[config.mk]
export PLATFORM = sky130hd
export DESIGN_NAME = weight_readout
export DESIGN_NICKNAME = d
export VERILOG_FILES = /design/src/rtl/weight_readout.sv
export SDC_FILE = /design/constraint.sdc
export NUM_CORES = 1
export LEC_CHECK = 0
export ABC_AREA = 1
export CORE_UTILIZATION = 54
export CTS_CLUSTER_DIAMETER = 30
export CTS_CLUSTER_SIZE = 16
export DETAILED_ROUTE_END_ITERATION = 6
export PLACE_DENSITY_LB_ADDON = 0.12
export SKIP_LAST_GASP = 1
export SYNTH_ARGS = -nofsm -noshare
export SYNTH_HDL_FRONTEND = slang
export SYNTH_SLANG_ARGS = --single-unit
[constraint.sdc]
create_clock -name clk_i -period 6.7 [get_ports clk_i]
set_clock_uncertainty 0.2 [all_clocks]
set_input_delay 1.34 -clock clk_i [delete_from_list [all_inputs] [get_ports clk_i]]
set_output_delay 1.34 -clock clk_i [all_outputs]
set_load 0.01 [all_outputs]
[src/rtl/weight_readout.sv]
// ============================================================================
// weight_readout : snapshots hidden/output weights and streams them out as
// bytes over valid/ready. Optional trailing checksum byte under the macro
// WEIGHT_READOUT_CHECKSUM_EN.
// Revision 1.0
// ============================================================================
`default_nettype none

module weight_readout #(
  parameter int N_HIDDEN = 2,
  parameter int N_IN     = 4,
  parameter int W_W      = 8
) (
  input  logic                         clk_i,
  input  logic                         rst_i,
  input  logic                         en_i,
  input  logic                         req_i,
  input  logic                         b_pass_i,
  input  logic [N_HIDDEN*N_IN*W_W-1:0] hn_weights_i,
  input  logic [N_HIDDEN*W_W-1:0]      on_weights_i,
  output logic [7:0]                   data_o,
  output logic                         valid_o,
  input  logic                         ready_i,
  output logic                         last_o,
  output logic                         busy_o
);

  localparam int NB = N_HIDDEN*N_IN + N_HIDDEN;

  typedef enum logic [1:0] {
    S_IDLE = 2'd0,
    S_WAIT = 2'd1,
`ifdef WEIGHT_READOUT_CHECKSUM_EN
    S_SEND = 2'd2,
    S_CSUM = 2'd3
`else
    S_SEND = 2'd2
`endif
  } state_t;

  state_t             r_state;
  state_t             w_next;
  logic               w_load;
  logic               w_last_byte;
  logic [3:0]         r_idx;
  logic [NB*W_W-1:0]  r_bank;

  assign w_last_byte = (r_idx == 4'(NB-1));

  always_ff @(posedge clk_i or posedge rst_i) begin
    if (rst_i) r_state <= S_IDLE;
    else       r_state <= w_next;
  end

  always_comb begin
    w_next = r_state;
    w_load = 1'b0;
    case (r_state)
      S_IDLE: begin
        if (req_i && en_i) begin
          if (!b_pass_i) begin
            w_next = S_SEND;
            w_load = 1'b1;
          end else begin
            w_next = S_WAIT;
          end
        end
      end
      S_WAIT: begin
        if (!b_pass_i) begin
          w_next = S_SEND;
          w_load = 1'b1;
        end
      end
      S_SEND: begin
        if (ready_i && w_last_byte) begin
`ifdef WEIGHT_READOUT_CHECKSUM_EN
          w_next = S_CSUM;
`else
          w_next = S_IDLE;
`endif
        end
      end
`ifdef WEIGHT_READOUT_CHECKSUM_EN
      S_CSUM: begin
        if (ready_i) w_next = S_IDLE;
      end
`endif
      default: w_next = S_IDLE;
    endcase
  end

  // Bank byte order equals stream order: hidden weights low, output weights high.
  always_ff @(posedge clk_i or posedge rst_i) begin
    if (rst_i) begin
      r_bank <= '0;
      r_idx  <= 4'd0;
    end else if (w_load) begin
      r_bank <= {on_weights_i, hn_weights_i};
      r_idx  <= 4'd0;
    end else if (r_state == S_SEND && ready_i && !w_last_byte) begin
      r_idx  <= r_idx + 4'd1;
    end
  end

`ifdef WEIGHT_READOUT_CHECKSUM_EN
  logic [7:0] w_csum;

  always_comb begin
    w_csum = 8'd0;
    for (int i = 0; i < NB; i++) begin
      w_csum = w_csum + r_bank[i*8 +: 8];
    end
  end

  always_comb begin
    data_o  = 8'd0;
    valid_o = 1'b0;
    last_o  = 1'b0;
    if (r_state == S_SEND) begin
      data_o  = r_bank[r_idx*8 +: 8];
      valid_o = 1'b1;
    end else if (r_state == S_CSUM) begin
      data_o  = w_csum;
      valid_o = 1'b1;
      last_o  = 1'b1;
    end
  end
`else
  always_comb begin
    data_o  = 8'd0;
    valid_o = 1'b0;
    last_o  = 1'b0;
    if (r_state == S_SEND) begin
      data_o  = r_bank[r_idx*8 +: 8];
      valid_o = 1'b1;
      last_o  = w_last_byte;
    end
  end
`endif

  assign busy_o = (r_state != S_IDLE);

endmodule

`default_nettype wire
==> flow_metrics.tcl <==
set metrics [dict create \
    outcome "finished clean" \
    clock_latency_ns 0.35 \
    grt_pass1_wl_mm 17.3 \
    die-height_um 90.6 \
    fin_cells 744 \
    nFillCells 591 \
    maxCapViolCount 0 \
    port_buffers 96 \
    multi_input_area_um2 1620 \
    cp-start-kind "flop" \
    dr.first_iter.drc_count 352 \
    async_reset_ff_frac 1.00 \
    h-tree-depth 3 \
    setup_violations 0 \
    start_util 0.573 \
    gp_congestion 0.876 \
    grt_pass1_vias 3669 \
    numCtsBuffers 9 \
    drc 0 \
    pin_count 97 \
    criticalPathCategory "flop to primary output" \
    max_slew_margin 0.278 \
    synth_xor_area_frac 0 \
    synthMuxAreaShare 0 \
    first_pass_iters 5 \
    leakage_uw 0.00260 \
    yosysMostFrequentCell "nand2_1" \
    vias 3803 \
    synth_area_leaders "dfrtp_1 (51%), nand2_1 (20%), o21ai_0 (6.7%)" \
    ys_seq_area_frac 0.507 \
    crit_fanout 28 \
    coreArea_um2 7410 \
    grt_use_total 0.266 \
    dieWidth_um 90.6 \
    dieArea_um2 8210 \
    grt_max_degree 137 \
    yosysTopAreaCell "dfrtp_1" \
    antenna_found_initial 0 \
    crit_required_ns 5.16 \
    utilization 0.723 \
    fin_crit_sh 0.605 \
    synth.distinct_cells 23 \
    fmax_ghz 0.247 \
    ir_worst_vdd_mv 0.172 \
    vias_per_cell 5.11 \
    fin_tns_setup_ns 0 \
    antenna_left 0 \
    min_to "r_bank[76]$_DFFE_PP0P_" \
    clk_pin_slew_ns 0.08 \
    finalMaxSlewViolations 0 \
    synthTopCellsByCount "nand2_1 (230), dfrtp_1 (86), inv_1 (62)" \
    fin_crit_ns 4.05 \
    synth_top_area_share 0.507 \
    hpwl_mm 7.07 \
    syn_area_um2 4240 \
    worstPathArrival_ns 2.51 \
    syn2layout_area_growth_pct 26.2 \
    ys.flop_type "dfrtp_1" \
    grt_remaining_overflow 0 \
    cts_setup_buffers 0 \
    syn-num-nets 651 \
    r2r-end "r_idx[0]$_DFFE_PP0P_" \
    cts_buffer_depth 2 \
    min_from "r_bank[76]$_DFFE_PP0P_" \
    finalHoldViolCount 0 \
    whs_path_depth 2 \
    dpl.cell_count 728 \
    wl_mm 10.2 \
    cp-end-kind "primary output" \
    layout-drive-gt1-share 0.0388 \
    fin_nets 728 \
    synth_edf_count 0 \
    synth_adder_area_share 0.00590 \
    fp-row-count 31 \
    netlist_instances 563 \
    regArea_um2 2150 \
    synth_compound_area_frac 0.0829 \
    rrSetupSlack_ns 4.28 \
    synthSimpleGateAreaFrac 0.293 \
    worstRegToRegCells 7 \
    synth_warnings 0 \
    rsz0062_at_grt "no" \
    p_per_area_nw_per_um2 426 \
    min_path_type "flop to flop" \
    diodes 0 \
    tightest_slew_ns 1.08 \
    ctsResizeCount 0 \
    cts_sinks 86 \
    synth.avg_cell_area_um2 7.53 \
    postCtsHoldBufs 0 \
    synth_top_family_by_area "simple AND/OR/NAND/NOR gates" \
    worstReg2RegStart "r_idx[1]$_DFFE_PP0P_" \
    synth_seq_cells 86 \
    cts_tree "done" \
    wire_per_inst_um 13.7 \
    clockRootBuffer "clkbuf_8" \
    power_uw 2280 \
]
## placed cells by master (no fill, tap or decap), types with 3 or more instances in the layout
cell and n:
o21ai_1 3, dfrtp_1 86, nand2_1 230, a21oi_1 9
nand3_1 52, inv_1 61, clkbuf_8 11, clkdlybuf4s50_1 96
o21ai_0 57, nor2_1 19
## how the worst max path moves through the flow
| stage | from | cells after the start | endpoint | slack [ns] |
|---|---|---|---|---|
| finish | r_idx[1]$_DFFE_PP0P_ | 5 | data_o[2] | 2.65 |
| global route | r_idx[1]$_DFFE_PP0P_ | 5 | data_o[2] | 2.53 |
| CTS | r_idx[1]$_DFFE_PP0P_ | 5 | data_o[2] | 2.66 |
| detailed placement | req_i | 6 | r_bank[36]$_DFFE_PP0P_ | 2.82 |
| global placement | req_i | 7 | r_bank[39]$_DFFE_PP0P_ | 2.92 |
| floorplan | rst_i | 1 | r_bank[0]$_DFFE_PP0P_ | 2.94 |
## layout make-up
cell class,instances,area share
multi-input combinational,379,0.302
clock buffer,11,0.0283
inverter,66,0.0470
timing repair buffer,98,0.182
tap,99,0.0231
sequential,86,0.402
clock inverter,5,0.0152
## kinds of logic after synthesis
kind of cell | Yosys count
flip-flops | 86
buffers and inverters | 98
AND/OR/NAND/NOR | 307
AO/OA/AOI/OAI | 70
adder cells (fa/ha/maj) | 2
## metrics by stage
stage               hold WS [ns]  worst slack, ns  area [um2]
floorplan                  0.249             2.94        4240
global route               0.309             2.53        5350
global placement           0.263             2.92        5120
detailed placement         0.266             2.82        5120
finish                     0.289             2.65        5350
CTS                        0.288             2.66        5350
## routing by layer
metal | vias up | routed length, um | GRT usage
li1 | 1889 | - | -
met1 | 1735 | 4510 | 0.366
met2 | 153 | 4640 | 0.405
met3 | 26 | 663 | 0.0421
met4 | 0 | 346 | 0.142
met5 | - | 0 | 0
## flip-flops by register name, summed over array words and instances, names as in the netlist
register and flops:
r_idx 4, r_state 2, r_bank 80
## worst max-delay path: stages, from the launching register on
cell and delay, ns:
dfrtp_1 0.94, nand3_1 0.25, nand3_1 0.14, nand3_1 0.08
a21oi_1 0.18, clkdlybuf4s50_1 0.56
## power breakdown
group	internal, uW	total, uW	leakage (uW)	switching, uW
Clock	230	413	0.000116	182
Combinational	380	988	0.00142	608
Sequential	762	879	0.00106	117
Total	1370	2280	0.00260	907
Note: power is estimated with default switching activity, not from simulation.
